$ cat src/rtl/rc5_pkg.sv
// Shared definitions for the rc5 key sequencer: event kinds, command width,
// well-known command codes and the sequencer FSM encoding.
package rc5_pkg;

    localparam int RC5_CMD_W = 6;
    localparam int RC5_EVT_W = 2 + RC5_CMD_W;

    localparam logic [RC5_CMD_W-1:0] RC5_INCR_VOLUME = 6'd16;
    localparam logic [RC5_CMD_W-1:0] RC5_DECR_VOLUME = 6'd17;

    typedef enum logic [1:0] {
        EVT_PRESS   = 2'd0,
        EVT_REPEAT  = 2'd1,
        EVT_RELEASE = 2'd2
    } evt_kind_e;

    typedef enum logic [1:0] {
        ST_IDLE = 2'd0,
        ST_HELD = 2'd1,
        ST_PEND = 2'd2
    } seq_state_e;

endpackage

$ cat src/rtl/rc5_key_sequencer_if.sv
// Key-event pop handshake between the sequencer (master) and a consumer (slave).
interface rc5_key_sequencer_if;
    import rc5_pkg::*;

    logic                 o_evt_valid;
    logic                 i_evt_ready;
    logic [1:0]           o_evt_kind;
    logic [RC5_CMD_W-1:0] o_evt_cmd;

    modport master (output o_evt_valid, o_evt_kind, o_evt_cmd, input i_evt_ready);
    modport slave  (input o_evt_valid, o_evt_kind, o_evt_cmd, output i_evt_ready);

endinterface

$ cat src/rtl/rc5_evt_fifo.sv
// Generic first-word-fall-through sync FIFO with a sticky drop flag.
// Data reads as zero while empty; a push on full is accepted only with a same-cycle pop.
module rc5_evt_fifo #(
    parameter int WIDTH = 8,
    parameter int DEPTH = 4
) (
    input  logic             i_clk,
    input  logic             i_rst,
    input  logic             i_push,
    input  logic [WIDTH-1:0] i_push_data,
    input  logic             i_pop,
    output logic [WIDTH-1:0] o_data,
    output logic             o_empty,
    output logic             o_full,
    output logic             o_drop
);
    localparam int AW = $clog2(DEPTH);
    localparam logic [AW:0] FULL_CNT = (AW+1)'(DEPTH);

    logic [WIDTH-1:0] mem_q [DEPTH];
    logic [AW-1:0]    wr_ptr_q, wr_ptr_d, rd_ptr_q, rd_ptr_d;
    logic [AW:0]      count_q, count_d;
    logic             drop_q, drop_d;
    logic             push_ok, pop_ok;

    always_comb begin
        // NOTE: every always_comb output gets a default first so no path leaves it unassigned (no latch).
        o_empty  = (count_q == '0);
        o_full   = (count_q == FULL_CNT);
        pop_ok   = i_pop && !o_empty;
        push_ok  = i_push && (!o_full || pop_ok);
        wr_ptr_d = wr_ptr_q + AW'(push_ok);
        rd_ptr_d = rd_ptr_q + AW'(pop_ok);
        count_d  = count_q + (AW+1)'(push_ok) - (AW+1)'(pop_ok);
        drop_d   = drop_q || (i_push && !push_ok);
    end

    // NOTE: sequential state uses non-blocking assignments so every flop samples pre-edge values.
    always_ff @(posedge i_clk) begin
        if (i_rst) begin
            wr_ptr_q <= '0;
            rd_ptr_q <= '0;
            count_q  <= '0;
            drop_q   <= 1'b0;
        end else begin
            wr_ptr_q <= wr_ptr_d;
            rd_ptr_q <= rd_ptr_d;
            count_q  <= count_d;
            drop_q   <= drop_d;
        end
    end

    // NOTE: storage is deliberately not reset; the pointers and count define which entries are live.
    always_ff @(posedge i_clk) begin
        if (push_ok) mem_q[wr_ptr_q] <= i_push_data;
    end

    assign o_data = o_empty ? '0 : mem_q[rd_ptr_q];
    assign o_drop = drop_q;

endmodule

$ cat src/rtl/rc5_key_sequencer.sv
// Turns decoded rc5 frames into PRESS / REPEAT / RELEASE key events using toggle
// tracking, a hold timeout and an auto-repeat delay; events queue in a small FIFO.
module rc5_key_sequencer
    import rc5_pkg::*;
#(
    parameter int RELEASE_TIMEOUT = 1500,
    parameter int REPEAT_DELAY    = 3,
    parameter int FIFO_DEPTH      = 4
) (
    input  logic                 i_clk,
    input  logic                 i_rst,
    input  logic                 i_valid,
    input  logic [RC5_CMD_W-1:0] i_command,
    input  logic                 i_control,
    input  logic                 i_enable,
    output logic                 o_held,
    output logic [RC5_CMD_W-1:0] o_held_cmd,
    output logic                 o_overflow,
    rc5_key_sequencer_if.master  evt
);
    localparam int TIMER_W = $clog2(RELEASE_TIMEOUT + 1);
    localparam int IDX_W   = $clog2(REPEAT_DELAY + 1);
    localparam logic [TIMER_W-1:0] TIMEOUT_LAST = TIMER_W'(RELEASE_TIMEOUT - 1);
    localparam logic [IDX_W-1:0]   IDX_MAX      = IDX_W'(REPEAT_DELAY);

    seq_state_e           state_q, state_d;
    logic [TIMER_W-1:0]   timer_q, timer_d;
    logic [IDX_W-1:0]     idx_q, idx_d;
    logic [RC5_CMD_W-1:0] cmd_q, cmd_d;
    logic                 tog_q, tog_d;

    logic                 push;
    evt_kind_e            push_kind;
    logic [RC5_CMD_W-1:0] push_cmd;
    logic [RC5_EVT_W-1:0] head_data;
    logic                 fifo_empty, fifo_full;
    logic                 same_key;

    always_comb begin
        state_d   = state_q;
        timer_d   = timer_q;
        idx_d     = idx_q;
        cmd_d     = cmd_q;
        tog_d     = tog_q;
        push      = 1'b0;
        push_kind = EVT_PRESS;
        push_cmd  = cmd_q;
        same_key  = (i_command == cmd_q) && (i_control == tog_q);

        unique case (state_q)
            ST_IDLE: begin
                if (i_enable && i_valid) begin
                    push     = 1'b1;
                    push_cmd = i_command;
                    cmd_d    = i_command;
                    tog_d    = i_control;
                    idx_d    = '0;
                    timer_d  = '0;
                    state_d  = ST_HELD;
                end
            end
            ST_HELD: begin
                // A frame outranks the timeout; a disable outranks both.
                if (!i_enable) begin
                    push      = 1'b1;
                    push_kind = EVT_RELEASE;
                    state_d   = ST_IDLE;
                end else if (i_valid && same_key) begin
                    timer_d   = '0;
                    idx_d     = (idx_q >= IDX_MAX) ? IDX_MAX : idx_q + IDX_W'(1);
                    push      = (idx_d == IDX_MAX);
                    push_kind = EVT_REPEAT;
                end else if (i_valid) begin
                    push      = 1'b1;
                    push_kind = EVT_RELEASE;
                    cmd_d     = i_command;
                    tog_d     = i_control;
                    state_d   = ST_PEND;
                end else if (timer_q == TIMEOUT_LAST) begin
                    push      = 1'b1;
                    push_kind = EVT_RELEASE;
                    state_d   = ST_IDLE;
                end else begin
                    timer_d = timer_q + TIMER_W'(1);
                end
            end
            ST_PEND: begin
                push    = 1'b1;
                idx_d   = '0;
                timer_d = '0;
                if (!i_enable) begin
                    push_kind = EVT_RELEASE;
                    state_d   = ST_IDLE;
                end else begin
                    push_kind = EVT_PRESS;
                    state_d   = ST_HELD;
                end
            end
            default: state_d = ST_IDLE;
        endcase

        if (state_d == ST_IDLE) begin
            cmd_d   = '0;
            tog_d   = 1'b0;
            idx_d   = '0;
            timer_d = '0;
        end
    end

    always_ff @(posedge i_clk) begin
        if (i_rst) begin
            state_q <= ST_IDLE;
            timer_q <= '0;
            idx_q   <= '0;
            cmd_q   <= '0;
            tog_q   <= 1'b0;
        end else begin
            state_q <= state_d;
            timer_q <= timer_d;
            idx_q   <= idx_d;
            cmd_q   <= cmd_d;
            tog_q   <= tog_d;
        end
    end

    rc5_evt_fifo #(
        .WIDTH (RC5_EVT_W),
        .DEPTH (FIFO_DEPTH)
    ) u_fifo (
        .i_clk       (i_clk),
        .i_rst       (i_rst),
        .i_push      (push),
        .i_push_data ({push_kind, push_cmd}),
        .i_pop       (evt.i_evt_ready),
        .o_data      (head_data),
        .o_empty     (fifo_empty),
        .o_full      (fifo_full),
        .o_drop      (o_overflow)
    );

    assign evt.o_evt_valid = !fifo_empty;
    assign evt.o_evt_kind  = head_data[RC5_EVT_W-1 -: 2];
    assign evt.o_evt_cmd   = head_data[RC5_CMD_W-1:0];
    assign o_held          = (state_q == ST_HELD) || (state_q == ST_PEND);
    assign o_held_cmd      = cmd_q;

endmodule
$ cat src/flat_wrapper.sv
// flat-port wrapper written by rule: the top's interface ports become plain ports
module rc5_key_sequencer_flat import rc5_pkg::*;
#(
    parameter int RELEASE_TIMEOUT = 1500,
    parameter int REPEAT_DELAY    = 3,
    parameter int FIFO_DEPTH      = 4
)
  (i_clk, i_rst, i_valid, i_command, i_control, i_enable, o_held, o_held_cmd, o_overflow, evt_o_evt_valid, evt_o_evt_kind, evt_o_evt_cmd, evt_i_evt_ready);
  rc5_key_sequencer_if evt_i ();
  input  logic i_clk;
  input  logic i_rst;
  input  logic i_valid;
  input  logic [RC5_CMD_W-1:0] i_command;
  input  logic i_control;
  input  logic i_enable;
  output logic o_held;
  output logic [RC5_CMD_W-1:0] o_held_cmd;
  output logic o_overflow;
  output wire logic [$bits(evt_i.o_evt_valid)-1:0] evt_o_evt_valid;
  output wire logic [$bits(evt_i.o_evt_kind)-1:0] evt_o_evt_kind;
  output wire logic [$bits(evt_i.o_evt_cmd)-1:0] evt_o_evt_cmd;
  input wire logic [$bits(evt_i.i_evt_ready)-1:0] evt_i_evt_ready;
  assign evt_o_evt_valid = evt_i.o_evt_valid;
  assign evt_o_evt_kind = evt_i.o_evt_kind;
  assign evt_o_evt_cmd = evt_i.o_evt_cmd;
  assign evt_i.i_evt_ready = evt_i_evt_ready;
  rc5_key_sequencer #(.RELEASE_TIMEOUT(RELEASE_TIMEOUT), .REPEAT_DELAY(REPEAT_DELAY), .FIFO_DEPTH(FIFO_DEPTH)) u_core (.i_clk(i_clk), .i_rst(i_rst), .i_valid(i_valid), .i_command(i_command), .i_control(i_control), .i_enable(i_enable), .o_held(o_held), .o_held_cmd(o_held_cmd), .o_overflow(o_overflow), .evt(evt_i));
endmodule
$ cat config.mk
export PLATFORM = sky130hd
export DESIGN_NAME = rc5_key_sequencer_flat
export DESIGN_NICKNAME = d
export VERILOG_FILES = /design/src/rtl/rc5_pkg.sv /design/src/rtl/rc5_key_sequencer_if.sv /design/src/rtl/rc5_evt_fifo.sv /design/src/rtl/rc5_key_sequencer.sv /design/src/flat_wrapper.sv
export SDC_FILE = /design/constraint.sdc
export NUM_CORES = 1
export LEC_CHECK = 0
export CAP_MARGIN = 0
export CORE_MARGIN = 10
export CORE_UTILIZATION = 40
export DETAILED_ROUTE_END_ITERATION = 16
export GPL_ROUTABILITY_DRIVEN = 0
export PLACE_DENSITY = 0.61
export SLEW_MARGIN = 20
export SYNTH_ARGS = -nofsm -noshare
export SYNTH_HDL_FRONTEND = slang
export SYNTH_SLANG_ARGS = --single-unit
$ cat constraint.sdc
create_clock -name i_clk -period 3.7 [get_ports i_clk]
set_clock_uncertainty 0.2 [all_clocks]
set_input_delay 1.11 -clock i_clk [delete_from_list [all_inputs] [get_ports i_clk]]
set_output_delay 1.11 -clock i_clk [all_outputs]
set_load 0.02 [all_outputs]
Word-level counts from Yosys, hierarchy flattened:

Memories as Yosys holds them, arrays and structs flattened. A register that Yosys moved wholly into a read port is not among the register bits.
Index checks and enable logic that the tools add are counted.

* word-level logic and storage cells: 98
* memories kept: 1
* input bits: 12
* memory bits (writable): 32
* register bits: 30

Memories
* u_core.u_fifo.mem_q: words 4, width 8, rd ports 1, clocked after Yosys merged registers in 1, write ports 1, RTL line rc5_evt_fifo.sv:20 `logic [WIDTH-1:0] mem_q [DEPTH];`

* add/sub/neg operators: 6
* mux-type cells: 45
* equal/unequal tests: 14
* order comparisons: 1
* reduce and logical (&&, ||, !) cells: 22

Operators with widths (count)
* two-way mux 11 bit: 5
* one-hot mux 11 bit (3 select lines): 1
* two-way mux 2 bit: 15
* two-way mux 6 bit: 5
* two-way mux 1 bit: 12
* one-hot mux 2 bit (3 select lines): 2
* one-hot mux 6 bit (2 select lines): 1
* adder 11 x 1 -> 11 bit (second input constant): 1
* equality test 11 bit (second input constant): 1
* AND reduction 5 bit: 2
* two-way mux 8 bit: 1
* AND reduction 4 bit: 2
* equality test 6 bit: 1
* logical AND 1 bit: 6
* != test 2 bit (second input constant): 3
* != test 3 x 2 -> 1 bit (second input constant): 2
* adder 2 x 1 -> 2 bit: 2
* equality test 2 bit (second input constant): 2
* zero test 2 bit: 2
* != test 2 x 1 -> 1 bit (second input constant): 2
* one-hot mux 2 bit (2 select lines): 1
* adder 3 x 1 -> 3 bit: 1
* equality test 3 bit (second input constant): 1
* zero test 1 bit: 3
* 12 further kinds: 14

Longest topological paths before layout:

* depth after elaboration: 10
* gate-level depth with buffers: 14
* gate-level depth less buffers: 13

By module:

Synthesis repeated with hierarchy kept, for this count alone.

* cell total of the unflattened synthesis: 260
* area total of the unflattened synthesis: 3110.5 um^2

By module, submodules not included
* rc5_evt_fifo: cells each 91, seq. area each 1121.1 um^2, instances 1, area an instance 1619.1 um^2
* rc5_key_sequencer: cells each 169, seq. area each 440.4 um^2, instances 1, area an instance 1491.4 um^2

Least setup slack after synthesis:

No wires, ideal clock.

* kind: in2reg
* start: input port i_command[4]
* end: register u_core.u_fifo.count_q[2]
* setup slack: 0.102 ns
* path buffers: 0
* stages on the path: 12
* data arrival time: 3.272 ns
* setup time: 0.126 ns
* path through: xnor2_1 nand4_1 or3_1 a41oi_1 nand2b_1 o21bai_1 ha_1 inv_1 fa_1 xor2_1 xnor2_1 nor2_1

* word-level cells in the longest chain between the ends: 9

RTL lines
* start: declaration: RTL line flat_wrapper.sv:13 `input logic [RC5_CMD_W-1:0] i_command;`
* equality test 6 bit: RTL line rc5_key_sequencer.sv:48 `same_key = (i_command == cmd_q) && (i_control == tog_q);`
* logical AND 1 bit: RTL line rc5_key_sequencer.sv:48
* logical AND 1 bit: RTL line rc5_key_sequencer.sv:68 `end else if (i_valid && same_key) begin`
* two-way mux 1 bit: RTL line rc5_key_sequencer.sv:68
* two-way mux 1 bit: RTL line rc5_key_sequencer.sv:64 `if (!i_enable) begin`
* one-hot mux 1 bit (3 select lines): RTL line rc5_key_sequencer.sv:50 `unique case (state_q)`
* logical AND 1 bit: RTL line rc5_evt_fifo.sv:31 `push_ok = i_push && (!o_full || pop_ok);`
* adder 3 x 1 -> 3 bit: RTL line rc5_evt_fifo.sv:34 `count_d = count_q + (AW+1)'(push_ok) - (AW+1)'(pop_ok);`
* subtractor 3 x 1 -> 3 bit: RTL line rc5_evt_fifo.sv:34
* end signal: assignment: RTL line rc5_evt_fifo.sv:48 `count_q <= count_d;`
* end: declaration: RTL line rc5_evt_fifo.sv:22 `logic [AW:0] count_q, count_d;`

Every way passes these cells.
A chain may end at the register's enable or synchronous reset.

Worst setup path after layout:

* start: input port i_valid
* end: register u_core.u_fifo.count_q[2]

* word-level cells in the longest chain between the ends: 7
* elaborated cells between the ends (all ways): 10
* those cells by class: add/sub (2); mux (5); reduce/logical (3)

RTL lines
* start: declaration: RTL line flat_wrapper.sv:12 `input logic i_valid;`
* two-way mux 1 bit or logical AND 1 bit (tied branches): RTL line rc5_key_sequencer.sv:73, rc5_key_sequencer.sv:68
* two-way mux 1 bit: RTL line rc5_key_sequencer.sv:68
* two-way mux 1 bit: RTL line rc5_key_sequencer.sv:64
* one-hot mux 1 bit (3 select lines) (*): RTL line rc5_key_sequencer.sv:50
* logical AND 1 bit (*): RTL line rc5_evt_fifo.sv:31
* adder 3 x 1 -> 3 bit (*): RTL line rc5_evt_fifo.sv:34
* subtractor 3 x 1 -> 3 bit (*): RTL line rc5_evt_fifo.sv:34

Every way passes the cells marked *; elsewhere a longest branch is shown, timed or not.

==> flow_summary.yaml <==
status:
  run_status: "completed"
synth:
  yosysWarningCount: 0
  dominantRegCellSynth: "sky130_fd_sc_hd__edfxtp_1"
  synth_cell_area_sq_mm: 0.00305
  ys_async_sr_fraction_pct: 0
  synth.top_cells.by_count: "32 x sky130_fd_sc_hd__edfxtp_1, 30 x sky130_fd_sc_hd__dfxtp_1, 28 x sky130_fd_sc_hd__nor2_1"
  synthMostInstantiatedCell: "sky130_fd_sc_hd__edfxtp_1"
  postSynthCellCount: 262
  synth.avg_cell_area_sq_um: 11.7
  synth_top_cells_by_area: "sky130_fd_sc_hd__edfxtp_1 31%, sky130_fd_sc_hd__dfxtp_1 20%, sky130_fd_sc_hd__mux4_2 5.9%"
  synth_edf_count: 32
  synthesized_netlist_net_count: 283
  post-synth-top-area-cell: "sky130_fd_sc_hd__edfxtp_1"
  ys_types: 48
  postSynthRegisterBits: 62
  ys_seq_area_share_pct: 51.1
  netlist.area_leader.share_pct: 31.5
critical_path:
  cp_num_buf_inv: 2
  timing.reg2reg.setup_slack_ns: 0.73
  critPathTopFamily: "simple AND/OR/NAND/NOR gates"
  cp.required_ns: 3.72
  cp.arrival_ns: 3.66
  reg2reg_end: "u_core.u_fifo.count_q[2]$_SDFF_PP0_"
  path_max_fanout: 3
  crit_slowest_cell: "sky130_fd_sc_hd__clkdlybuf4s50_1"
  worstSetupStartpointType: "primary input"
  reg2reg_depth: 13
  worstSetupPathType: "in2reg"
  timing.critical_path.cells: "clkdlybuf4s50_1, nand4_1, or3_4, a41oi_4, and2b_2, o21bai_1, ha_1, inv_1, fa_2, xor2_2, xnor2_1, nor2_1"
  worst_r2r_startpoint: "u_core.timer_q[0]$_SDFFE_PP0P_"
  timing.critical_path.to_type: "flip-flop"
  worst_path_largest_cell_delay_ns: 0.51
routing:
  detail_route.wl_per_cell_um: 15.8
  drt_first_iter_violations: 132
  postRouteAntennaNets: 0
  finalWirelength_um: 6640
  detailed_routing_iterations_pass_1: 6
  vias_per_cell: 5.23
  vias: 2195
  drcViolationCount: 0
global_routing:
  grtUsageTotal_pct: 11.6
  grt_pass1_vias: 2119
  antenna_violations_before_repair: 0
  grt_start_max_net_pins: 20
  grt.overflow.total: 0
  first_pass_grt_wire_length_um: 10500
die:
  dieArea_sq_mm: 0.0115
  floorplan.die.width_um: 107
  top_level_ports: 29
  floorplan.initialDensity_pct: 41.6
  rows: 31
  coreArea_sq_mm: 0.00733
  die_y_um: 107
final_layout:
  fin_cells: 420
  layout-area-overhead-vs-synth_pct: 27.3
  share_of_final_layout_standard_cells_stronger_than_drive_strength_1_pct: 24.3
  n_antenna_cell: 0
  layout_nets: 337
  fin_util_pct: 53.0
sta:
  slew_headroom_pct: 59.7
  fmax_ghz: 0.275
  final_period_minus_worst_setup_slack_ns: 3.64
  finalSetupViolations: 0
  hold_ws_ns: 0.270
  timing.final.crit_share_pct: 98.3
  pin_slew_with_the_least_headroom_to_its_limit_ns: 0.604
  final_max_slew_viol_count: 0
  hold_viol_final: 0
power_and_ir_drop:
  fin_total_pwr_uw: 2020
  power.ir.vdd_worst_uv: 254
  total_leakage_power_uw: 0.00146
  power.density_mw_per_mm2: 521
hold_path:
  min_delay_path_depth: 2
  timing.hold.worst.class: "reg2reg"
  min_to: "u_core.timer_q[1]$_SDFFE_PP0P_"
  timing.hold.worst.start: "u_core.timer_q[1]$_SDFFE_PP0P_"
cts:
  worst_setup_hold_path_clk_slew_ns: 0.07
  cts_made_buffers: 9
  tritoncts: "built"
  insertion_delay_ns: 0.34
  clockRootBuffer: "sky130_fd_sc_hd__clkbuf_8"
  cts_hold_buf: 0
  htreeDepth: 3
  cts.sink_count: 62
  clockBufferDepth: 2
placement:
  hpwlAfterDp_um: 4720
  numPlacedInstances: 401
  io_buffers: 28
run:
  max_cap_violations: 0
[through the flow]
step / setup TNS, ns / area (sq um) / setup WS (ns)
finish: 0 / 3890 / 0.0616
detailed placement: -7.31 / 3550 / -0.595
CTS: 0 / 3810 / 0.00567
global route: -0.0309 / 3890 / -0.0309
floorplan: 0 / 3050 / 0.102
global placement: -4.66 / 3550 / -0.473
[power breakdown]
part	switching (uW)	total, uW	internal (uW)
Clock	277	590	313
Combinational	299	624	324
Sequential	34.4	811	776
Total	611	2020	1410
[worst reg2reg max path, cell delays in order, from the launching register on]
cell	delay, ns
sky130_fd_sc_hd__dfxtp_1	0.38
sky130_fd_sc_hd__ha_1	0.29
sky130_fd_sc_hd__nand4b_4	0.13
sky130_fd_sc_hd__nor4_4	0.33
sky130_fd_sc_hd__o22ai_4	0.13
sky130_fd_sc_hd__a41oi_4	0.21
sky130_fd_sc_hd__and2b_2	0.25
sky130_fd_sc_hd__o21bai_1	0.15
sky130_fd_sc_hd__ha_1	0.17
sky130_fd_sc_hd__inv_1	0.07
sky130_fd_sc_hd__fa_2	0.21
sky130_fd_sc_hd__xor2_2	0.15
sky130_fd_sc_hd__xnor2_1	0.13
sky130_fd_sc_hd__nor2_1	0.05
[cells by family (layout without fill, tap and decap cells)]
kind of cell	Yosys count	count (layout)	synth area share, %
DFF	62	62	51.1
AOI/OAI and AO/OA	40	40	8.81
buffers and inverters	18	77	3.32
muxes	22	22	10.8
xor gates and xnor gates	11	11	3.16
adders and majority gates	9	9	3.93
and+or+nand+nor	100	100	18.9
[layout make-up]
type	count	area, sq um
inverter	7	26.3
sequential	62	1560
timing repair buffer	54	493
multi-input combinational	182	1480
clock buffer	9	124
fill	632	3440
clock inverter	7	73.8
tap	99	124
[how the worst max path moves through the flow]
stage                                                      to  cells after the start  slack [ns]    startpoint
after floorplan           u_core.u_fifo.count_q[2]$_SDFF_PP0_                     12        0.10  i_command[4]
after CTS                 u_core.u_fifo.count_q[2]$_SDFF_PP0_                     14       0.006  i_command[2]
after detailed placement  u_core.u_fifo.count_q[2]$_SDFF_PP0_                     13       -0.60     i_control
after global routing      u_core.u_fifo.count_q[2]$_SDFF_PP0_                     12       -0.03       i_valid
after global placement    u_core.u_fifo.count_q[2]$_SDFF_PP0_                     13       -0.47     i_control
final                     u_core.u_fifo.count_q[2]$_SDFF_PP0_                     12        0.06       i_valid
[layout by cell type, fill, tap and decap left out, types with 2 or more instances in the layout]
cell                              instances
sky130_fd_sc_hd__edfxtp_1                32
sky130_fd_sc_hd__dfxtp_1                 30
sky130_fd_sc_hd__nor2_1                  28
sky130_fd_sc_hd__buf_4                   26
sky130_fd_sc_hd__clkdlybuf4s50_1         21
sky130_fd_sc_hd__a21oi_1                 16
sky130_fd_sc_hd__nor3_1                  11
sky130_fd_sc_hd__and2_1                  10
sky130_fd_sc_hd__nand2_1                 10
sky130_fd_sc_hd__clkbuf_8                 9
sky130_fd_sc_hd__nand3_1                  8
sky130_fd_sc_hd__mux4_2                   8
sky130_fd_sc_hd__ha_1                     8
sky130_fd_sc_hd__inv_1                    7
sky130_fd_sc_hd__xnor2_2                  7
sky130_fd_sc_hd__mux2_2                   7
sky130_fd_sc_hd__mux2i_1                  7
sky130_fd_sc_hd__dlymetal6s2s_1           7
sky130_fd_sc_hd__nand4_1                  6
sky130_fd_sc_hd__nor3b_1                  6
sky130_fd_sc_hd__a211oi_1                 5
sky130_fd_sc_hd__nor2b_1                  4
sky130_fd_sc_hd__a31oi_1                  4
sky130_fd_sc_hd__xnor2_1                  3
sky130_fd_sc_hd__nand3b_1                 3
sky130_fd_sc_hd__nand2b_1                 2
sky130_fd_sc_hd__a22o_1                   2
sky130_fd_sc_hd__and3_1                   2
sky130_fd_sc_hd__o21ai_0                  2
sky130_fd_sc_hd__clkinv_4                 2
sky130_fd_sc_hd__clkinv_2                 2
[registers in the layout, summed over array words and instances, names as in the netlist]
| register | flops |
|---|---|
| u_core.idx_q | 2 |
| u_core.o_held_cmd | 6 |
| u_core.state_q | 2 |
| u_core.timer_q | 11 |
| u_core.tog_q | 1 |
| u_core.u_fifo.count_q | 3 |
| u_core.u_fifo.mem_q | 32 |
| u_core.u_fifo.o_drop | 1 |
| u_core.u_fifo.rd_ptr_q | 2 |
| u_core.u_fifo.wr_ptr_q | 2 |
[per-layer routing]
| metal | vias to the layer above | share of wire, % | global-route usage, % |
|---|---|---|---|
| met5 | - | 0 | 0 |
| met4 | 0 | 1.4 | 4.68 |
| met3 | 10 | 4.8 | 3.77 |
| met2 | 43 | 50 | 19.8 |
| met1 | 1057 | 44 | 13.1 |
| li1 | 1085 | - | - |
[repair_timing]
action | 4_1_cts | 5_1_grt
hold endpoints to repair | 0 | 0
pin swaps | 2 | 4
buffers inserted | 1 | 2
setup endpoints to repair | 2 | 2
resized for setup | 6 | 14
Power figures use the tool's default switching activity.
